$ cat config.mk
export PLATFORM = sky130hd
export DESIGN_NAME = game_sequencer
export DESIGN_NICKNAME = d
export VERILOG_FILES = /design/src/rtl/game_pkg.sv /design/src/rtl/bcd_inc2.sv /design/src/rtl/game_sequencer.sv
export SDC_FILE = /design/constraint.sdc
export NUM_CORES = 1
export LEC_CHECK = 0
export ABC_AREA = 0
export BUFFER_PORTS_ARGS = -buffer_cell sky130_fd_sc_hd__buf_2
export CAP_MARGIN = 30
export CORE_MARGIN = 2
export CORE_UTILIZATION = 51
export CTS_CLUSTER_DIAMETER = 150
export DETAILED_ROUTE_END_ITERATION = 16
export HOLD_SLACK_MARGIN = 0.08
export PLACE_DENSITY = 0.75
export SYNTH_ARGS = -nofsm -noshare
export SYNTH_HDL_FRONTEND = slang
export SYNTH_SLANG_ARGS = --single-unit
export TNS_END_PERCENT = 5
$ cat constraint.sdc
create_clock -name i_clk -period 0.85 [get_ports i_clk]
set_input_delay 0 -clock i_clk [delete_from_list [all_inputs] [get_ports i_clk]]
set_output_delay 0 -clock i_clk [all_outputs]
set_load 0.1 [all_outputs]
$ cat src/rtl/game_pkg.sv
// Shared types and widths for the game sequencer.
// State encodings, BCD digit width and score width live here.
package game_pkg;

    localparam int BCD_W   = 4;
    localparam int SCORE_W = 8;
    localparam int CNT_W   = 8;

    localparam logic [SCORE_W-1:0] SCORE_MAX = 8'h99;

    typedef enum logic [1:0] {
        ST_READY = 2'd0,
        ST_PLAY  = 2'd1,
        ST_DYING = 2'd2,
        ST_OVER  = 2'd3
    } state_t;

endpackage

$ cat src/rtl/bcd_inc2.sv
// Two-digit BCD increment, saturating at 99.
// Purely combinational.
module bcd_inc2
    import game_pkg::*;
(
    input  logic [SCORE_W-1:0] bcd_i,
    output logic [SCORE_W-1:0] bcd_o
);

    logic [BCD_W-1:0] lo;
    logic [BCD_W-1:0] hi;

    assign lo = bcd_i[BCD_W-1:0];
    assign hi = bcd_i[SCORE_W-1:BCD_W];

    // Carry the low digit into the high digit; hold at 99
    always_comb begin
        bcd_o = bcd_i;
        if (bcd_i != SCORE_MAX) begin
            if (lo == 4'd9) begin
                bcd_o = {hi + 4'd1, 4'd0};
            end else begin
                bcd_o = {hi, lo + 4'd1};
            end
        end
    end

endmodule

$ cat src/rtl/game_sequencer.sv
// Game flow FSM: READY -> PLAY -> DYING -> OVER -> READY.
// Owns score, high score, death flash and flap gating.
module game_sequencer
    import game_pkg::*;
#(
    parameter int unsigned DEATH_FRAMES = 60,
    parameter int unsigned ARM_FRAMES   = 30,
    parameter int unsigned FLASH_SHIFT  = 3
) (
    input  logic               i_clk,
    input  logic               i_rst_n,
    input  logic               i_frame,
    input  logic               i_flap,
    input  logic               i_collide,
    input  logic               i_pipe_pass,
    output logic               o_obj_rst,
    output logic               o_run,
    output logic               o_flap,
    output logic [1:0]         o_state,
    output logic [SCORE_W-1:0] o_score,
    output logic [SCORE_W-1:0] o_hiscore,
    output logic               o_flash
);

    localparam logic [CNT_W-1:0] DEATH_CNT  = CNT_W'(DEATH_FRAMES);
    localparam logic [CNT_W-1:0] ARM_CNT    = CNT_W'(ARM_FRAMES);
    localparam logic [CNT_W-1:0] FLASH_MASK = CNT_W'((1 << FLASH_SHIFT) - 1);

    logic [1:0]         rst_sync_q;
    logic               rst_n_s;
    state_t             state_q;
    state_t             state_d;
    logic [CNT_W-1:0]   cnt_q;
    logic [CNT_W-1:0]   cnt_d;
    logic [SCORE_W-1:0] score_q;
    logic [SCORE_W-1:0] score_d;
    logic [SCORE_W-1:0] hi_q;
    logic [SCORE_W-1:0] hi_d;
    logic [SCORE_W-1:0] score_inc;
    logic               flash_q;
    logic               flash_d;
    logic               flap_q;
    logic               flap_d;
    logic [CNT_W-1:0]   frame_idx;

    // Reset asserts at once, releases two clocks after i_rst_n rises
    always_ff @(posedge i_clk or negedge i_rst_n) begin
        if (!i_rst_n) begin
            rst_sync_q <= 2'b00;
        end else begin
            rst_sync_q <= {rst_sync_q[0], 1'b1};
        end
    end

    assign rst_n_s = rst_sync_q[1];

    bcd_inc2 u_bcd_inc2 (
        .bcd_i (score_q),
        .bcd_o (score_inc)
    );

    // Frames already spent in DYING, 0 on the first death frame
    assign frame_idx = DEATH_CNT - cnt_q;

    // State register
    always_ff @(posedge i_clk or negedge rst_n_s) begin
        if (!rst_n_s) begin
            state_q <= ST_READY;
        end else begin
            state_q <= state_d;
        end
    end

    // Next-state logic
    always_comb begin
        state_d = state_q;
        unique case (state_q)
            ST_READY: if (i_flap)                    state_d = ST_PLAY;
            ST_PLAY:  if (i_collide)                 state_d = ST_DYING;
            ST_DYING: if (i_frame && cnt_q == 8'd1)  state_d = ST_OVER;
            ST_OVER:  if (i_flap && cnt_q == 8'd0)   state_d = ST_READY;
            default:                                 state_d = ST_READY;
        endcase
    end

    // Counter, score, flash and flap gating next values
    always_comb begin
        cnt_d   = cnt_q;
        score_d = score_q;
        hi_d    = hi_q;
        flash_d = 1'b0;
        flap_d  = 1'b0;
        unique case (state_q)
            ST_READY: begin
                cnt_d  = '0;
                flap_d = i_flap;
                if (i_flap) begin
                    score_d = '0;
                end
            end
            ST_PLAY: begin
                flap_d = i_flap;
                if (i_collide) begin
                    cnt_d = DEATH_CNT;
                end else if (i_pipe_pass) begin
                    score_d = score_inc;
                end
            end
            ST_DYING: begin
                flash_d = flash_q;
                if (i_frame) begin
                    if (cnt_q == 8'd1) begin
                        cnt_d   = ARM_CNT;
                        flash_d = 1'b0;
                        if (score_q > hi_q) begin
                            hi_d = score_q;
                        end
                    end else begin
                        cnt_d = cnt_q - 8'd1;
                        if ((frame_idx & FLASH_MASK) == '0) begin
                            flash_d = ~flash_q;
                        end
                    end
                end
            end
            ST_OVER: begin
                if (i_frame && cnt_q != 8'd0) begin
                    cnt_d = cnt_q - 8'd1;
                end
            end
            default: begin
                cnt_d = '0;
            end
        endcase
    end

    // Datapath registers
    always_ff @(posedge i_clk or negedge rst_n_s) begin
        if (!rst_n_s) begin
            cnt_q   <= '0;
            score_q <= '0;
            hi_q    <= '0;
            flash_q <= 1'b0;
            flap_q  <= 1'b0;
        end else begin
            cnt_q   <= cnt_d;
            score_q <= score_d;
            hi_q    <= hi_d;
            flash_q <= flash_d;
            flap_q  <= flap_d;
        end
    end

    // Moore outputs decoded from the state register
    always_comb begin
        o_obj_rst = 1'b0;
        o_run     = 1'b0;
        o_state   = state_q;
        unique case (1'b1)
            state_q == ST_READY: o_obj_rst = 1'b1;
            state_q == ST_PLAY:  o_run     = 1'b1;
            default:             o_run     = 1'b0;
        endcase
    end

    assign o_flap    = flap_q;
    assign o_score   = score_q;
    assign o_hiscore = hi_q;
    assign o_flash   = flash_q;

endmodule
# [Word-level counts from Yosys, hierarchy flattened]
# Index checks and enable logic that the tools add are counted.
# Widths: inputs -> output; s select.
[word_totals] ff_bits=30 wordCells=69
[op_classes] n_mux=23 n_reduce_logical=15 eq_ne=17 bitwise_logic=1 magnitude_cmp=1 add_sub_neg=4
[ops] operator="$mux 8" n=9
[ops] operator="$pmux 8 s4" n=1
[ops] operator="$logic_not 8->1" n=2
[ops] operator="$ne 2x2->1 const B" n=8
[ops] operator="$pmux 8 s2" n=1
[ops] operator="$add 4x1->4 const B" n=2
[ops] operator="$eq 8x1->1 const B" n=1
[ops] operator="$gt 8x8->1" n=1
[ops] operator="$mux 2" n=4
[ops] operator="$ne 8x8->1 const B" n=1
[ops] operator="$pmux 2 s4" n=1
[ops] operator="$reduce_and 4->1" n=2
[ops] operator="$reduce_bool 8->1" n=1
[ops] operator="$sub 8x1->8 const B" n=1
[ops] operator="$mux 1" n=7
[ops] operator="$reduce_and 6->1" n=1
[ops] operator="$reduce_and 5->1" n=1
[ops] operator="$eq 2x2->1 const B" n=2
[ops] operator="$eq 4x4->1 const B" n=1
[ops] operator="$ne 2x1->1 const B" n=2
[ops] operator="$logic_and 1x1->1" n=3
[ops] operator="$ne 3x3->1 const B" n=1
[ops] operator="$reduce_and 3->1" n=1
[ops] operator="$sub 3x3->3 const A" n=1
[ops] operator="6 further kinds" n=6

# [Depth between registers and ports, before layout]
[logic_depth] ltp_word=6 depth_mapped=9 ltp_nobuf=7

# [By module]
# A second synthesis with hierarchy kept.
[unflattened] hier_cells=202 hier_area_um2=1939.4
[modules_own_cells] module="game_sequencer" cells_per_inst=178 instances=1 area_each_um2=1762.9
[modules_own_cells] module="bcd_inc2" cells_per_inst=24 instances=1 area_each_um2=176.4

# [Least setup slack after synthesis]
# Ideal clock, no wire load.
[synth_path] path_kind="register to register" from="register state_q[0] (netlist: o_state[0])" to="register score_q[7] (netlist: o_score[7])" setup_ns=0.067 arrival_ns=3.118 path_slack_ns=-2.335 stages_incl_launch_ff=8 path_cell_list="dfrtp_1 ha_1 nor2_1 a211o_1 clkbuf_1 a21o_1 nor4_1 a211o_1"
[synth_between] elab_chain_len=3 word_cells_on_any_way=10 cone_classes="6 x eq/ne; 1 x mux; 3 x reduce/logical"
[synth_rtl] item="start, declared" line="game_sequencer.sv:31" text="state_t state_q;"
[synth_rtl] item="start signal, assigned" line="game_sequencer.sv:70" text="state_q <= state_d;"
[synth_rtl] item="$eq 2x1->1 or $logic_not 2->1 (tied branches)" line="game_sequencer.sv:93" text="unique case (state_q)"
[synth_rtl] item="$ne 2x1->1 (no line) (tied with other cells)"
[synth_rtl] item="$reduce_and 6->1 (no line)"
[synth_rtl] item="end signal, assigned" line="game_sequencer.sv:147" text="score_q <= score_d;"
[synth_rtl] item="end, declared" line="game_sequencer.sv:35" text="logic [SCORE_W-1:0] score_q;"
# Several ways; a longest one is shown, not always the timed one.
# A chain may end at the register's enable or synchronous reset.

# [Worst setup path in the final report]
[layout_path] from="register score_q[6] (netlist: o_score[6])" to="register hi_q[5] (netlist: o_hiscore[5])"
[layout_between] elab_chain_len=2
[layout_rtl] item="$gt 8x8->1" line="game_sequencer.sv:115" text="if (score_q > hi_q) begin"
[layout_rtl] item="$reduce_and 4->1 (no line)"
[layout_rtl] item="end signal, assigned" line="game_sequencer.sv:148" text="hi_q <= hi_d;"
[layout_rtl] item="end, declared" line="game_sequencer.sv:37" text="logic [SCORE_W-1:0] hi_q;"
# Every way passes these cells.

==> impl_metrics.yaml <==
power_and_ir_drop:
  power_frac_seq: 0.171
  p_int_uw: 6700
  total_power_uw: 13100
  p_leak_uw: 0.00153
  power_frac_comb: 0.732
  peakVddDrop_mv: 4.28
  power_density_mw_per_mm2: 3840
  switching_power_uw: 6430
  p_sw_frac: 0.490
  p_clk_frac: 0.098
timing:
  fin_crit_ns: 2.16
  drv_slew: 0
  fmax_mhz: 463
  fin_crit_sh: 2.54
  hold_violations: 0
  rsz0062_at_grt: "true"
  setup_viol: 50
  clock_skew_ns: 0.00977
  setup_slack_ns: -1.31
global_routing:
  overflow: 0
  track_usage: 0.356
  grt_pass1_wl_um: 11100
  antenna_found_initial: 0
  grt_pass1_vias: 2174
  grt_max_degree: 29
setup_path:
  path_cells: "ha_1 > a21oi_1 > nand2_1 > a21oi_2 > a21oi_4 > buf_12 > buf_4 > mux2i_1"
  r2r_slack_ns: -1.31
  r2r-start: "o_score[6]"
  r2r_cells: 8
  critPathRequiredTime_ns: 1.04
  critPathSlowestCell: "dfrtp_2"
  crit_arrival_ns: 2.35
  critPathKind: "flop to flop"
  start_kind: "flop"
  cp_max_fo: 8
  end_kind: "flop"
  rr_endpoint: "o_hiscore[5]"
  crit_path_max_incr_delay_ns: 0.43
synthesis:
  async_flop_share: 1.00
  synthCells: 194
  yosysSeqAreaShare: 0.397
  syn_area_per_cell_um2: 9.76
  synth_edf_count: 0
  yosys_warnings: 0
  synth_seq_cells: 30
  synth_top_area_frac: 0.397
  netlist-cell-type-count: 49
  syn_area_mm2: 0.00189
  syn_nets: 219
  yosys.area.top_type: "dfrtp_1"
  synth_ff_type: "dfrtp_1"
  synthTopCellsByArea: "dfrtp_1, ha_1, mux2_2, inv_1, a21oi_1"
die:
  dieArea_mm2: 0.00422
  die-width_um: 64.9
  ios: 28
  start_util: 0.525
  dieHeight_um: 64.9
  fp.coreArea_mm2: 0.00361
  rows: 22
detailed_routing:
  wirelength_um: 9040
  vias_per_cell: 6.61
  ant_nets: 0
  first_pass_iters: 5
  first_iter_violations: 290
  drt-wirelength-per-cell_um: 26.0
  vias: 2292
  drc: 0
clock_network:
  cts_sinks: 30
  cts_tree: "built"
  cts_root_buf: "clkbuf_8"
  clkLatencyLatePin_ns: 0.29
  cts_buffer_depth: 2
  cts_buffers: 5
  clk_pin_slew_worst_paths_ns: 0.08
  htreeDepth: 2
cells_and_area:
  areaGrowthSynthToFinish_pct: 80.7
  n_antenna_cell: 0
  nFillCells: 96
  final_cells: 347
  drive_above_1_share: 0.585
  fin_nets: 323
  mostFrequentLayoutCell: "buf_4"
  layout_common_cells: "buf_4, buf_12, buf_6"
place:
  io_buffers: 27
  dp_slack_ns: -1.21
  post-place-cells: 328
  dp_hpwl_um: 4240
  gp_congestion: 0.937
worst_hold_path:
  hold_path_class: "input pin to flop"
  worstHoldStart: "i_frame"
  whs_path_depth: 4
  hold_end: "o_flash"
status:
  status: "finished with violations"
  violations: "negative setup slack"
run:
  cap_violations: 0
==> cell families (layout without fill, tap and decap cells) <==
family / after synthesis / count (layout) / share of synthesized area
adder cells (fa/ha/maj): 19 / 19 / 0.126
flip-flops: 30 / 30 / 0.397
multiplexers: 11 / 11 / 0.0635
AND/OR/NAND/NOR: 57 / 57 / 0.157
AO/OA/AOI/OAI: 51 / 51 / 0.198
XOR/XNOR: 1 / 1 / 0.00463
other: 1 / 1 / 0.00198
buffers and inverters: 24 / 129 / 0.0522
==> Yosys cell counts, drive strengths merged, types with 2 or more instances <==
cell type  instances
a211o              2
a21o               4
a21oi             14
a22o               2
and2               2
buf                2
clkbuf             3
dfrtp             30
ha                19
inv               19
mux2               8
mux2i              3
nand2              9
nand2b             3
nand3              6
nand4              2
nand4b             2
nor2              15
nor2b              2
nor3               6
nor4               4
o21a               2
o21ai             12
o21bai             2
o32a               3
==> critical path, delay by kind of cell, from the launching register on <==
kind	cells	cell delay, ns
flops	1	0.43
buf+inv	2	0.28
simple gates	1	0.12
mux	1	0.21
compound gates	3	0.64
fa+ha+maj	1	0.38
==> what timing repair did <==
action,CTS,global route
hold buffers,4,0
resized for setup,37,32
buffers inserted,3,4
endpoints found under the hold margin,4,0
endpoints found under the setup margin,50,50
pin swaps,5,7
==> final cells by class <==
cell class	instances	area, µm²	share of cell area
Multi-Input combinational cell	140	1270	0.371
Timing Repair Buffer	102	1140	0.333
Sequential cell	30	781	0.228
Clock buffer	6	82.6	0.0241
Inverter	19	78.8	0.0230
Tap cell	48	60.1	0.0176
Clock inverter	2	12.5	0.00366
==> sequential cells by signal, indices dropped and copies added (netlist names) <==
| signal | cells |
|---|---|
| cnt_q | 8 |
| o_hiscore | 8 |
| o_score | 8 |
| o_state | 2 |
| rst_sync_q | 2 |
| o_flap | 1 |
| o_flash | 1 |
==> worst max-delay path by stage <==
stage	start	slack [ns]	endpoint
final	o_score[6]	-1.31	o_hiscore[5]
after global routing	o_score[6]	-1.35	o_hiscore[5]
after CTS	cnt_q[7]	-1.09	o_state[1]
after detailed placement	cnt_q[0]	-1.21	o_state[1]
after global placement	cnt_q[0]	-1.10	o_state[1]
after floorplan	o_state[1]	-1.29	o_score[7]
==> per-layer routing <==
layer	vias to the layer above	GRT usage	share of wire
met5	-	0	0
met4	0	0.168	0.072
met3	60	0.0608	0.083
met1	1127	0.396	0.35
met2	199	0.655	0.49
li1	906	-	-
==> stage by stage <==
stage | instance area, µm² | hold slack, ns | utilization | setup TNS, ns
3_3_place_gp | 2950 | -0.216 | 0.819 | -25.77
5_1_grt | 3420 | 0.186 | 0.949 | -35.73
4_1_cts | 3260 | 0.100 | 0.904 | -29.64
6_report | 3420 | 0.186 | 0.949 | -34.61
2_1_floorplan | 1970 | -0.296 | - | -34.76
3_5_place_dp | 2950 | -0.209 | 0.819 | -27.74
==> power groups by stage <==
stage,combinational (µW),clock [µW],sequential [µW]
6_report,9610,1280,2240
5_1_grt,9940,1320,2260
4_1_cts,8380,1240,2160
3_5_place_dp,7750,0,2160
3_3_place_gp,7490,0,2130
2_1_floorplan,3300,0,3360
No activity file was read; power rests on OpenSTA's default activity.
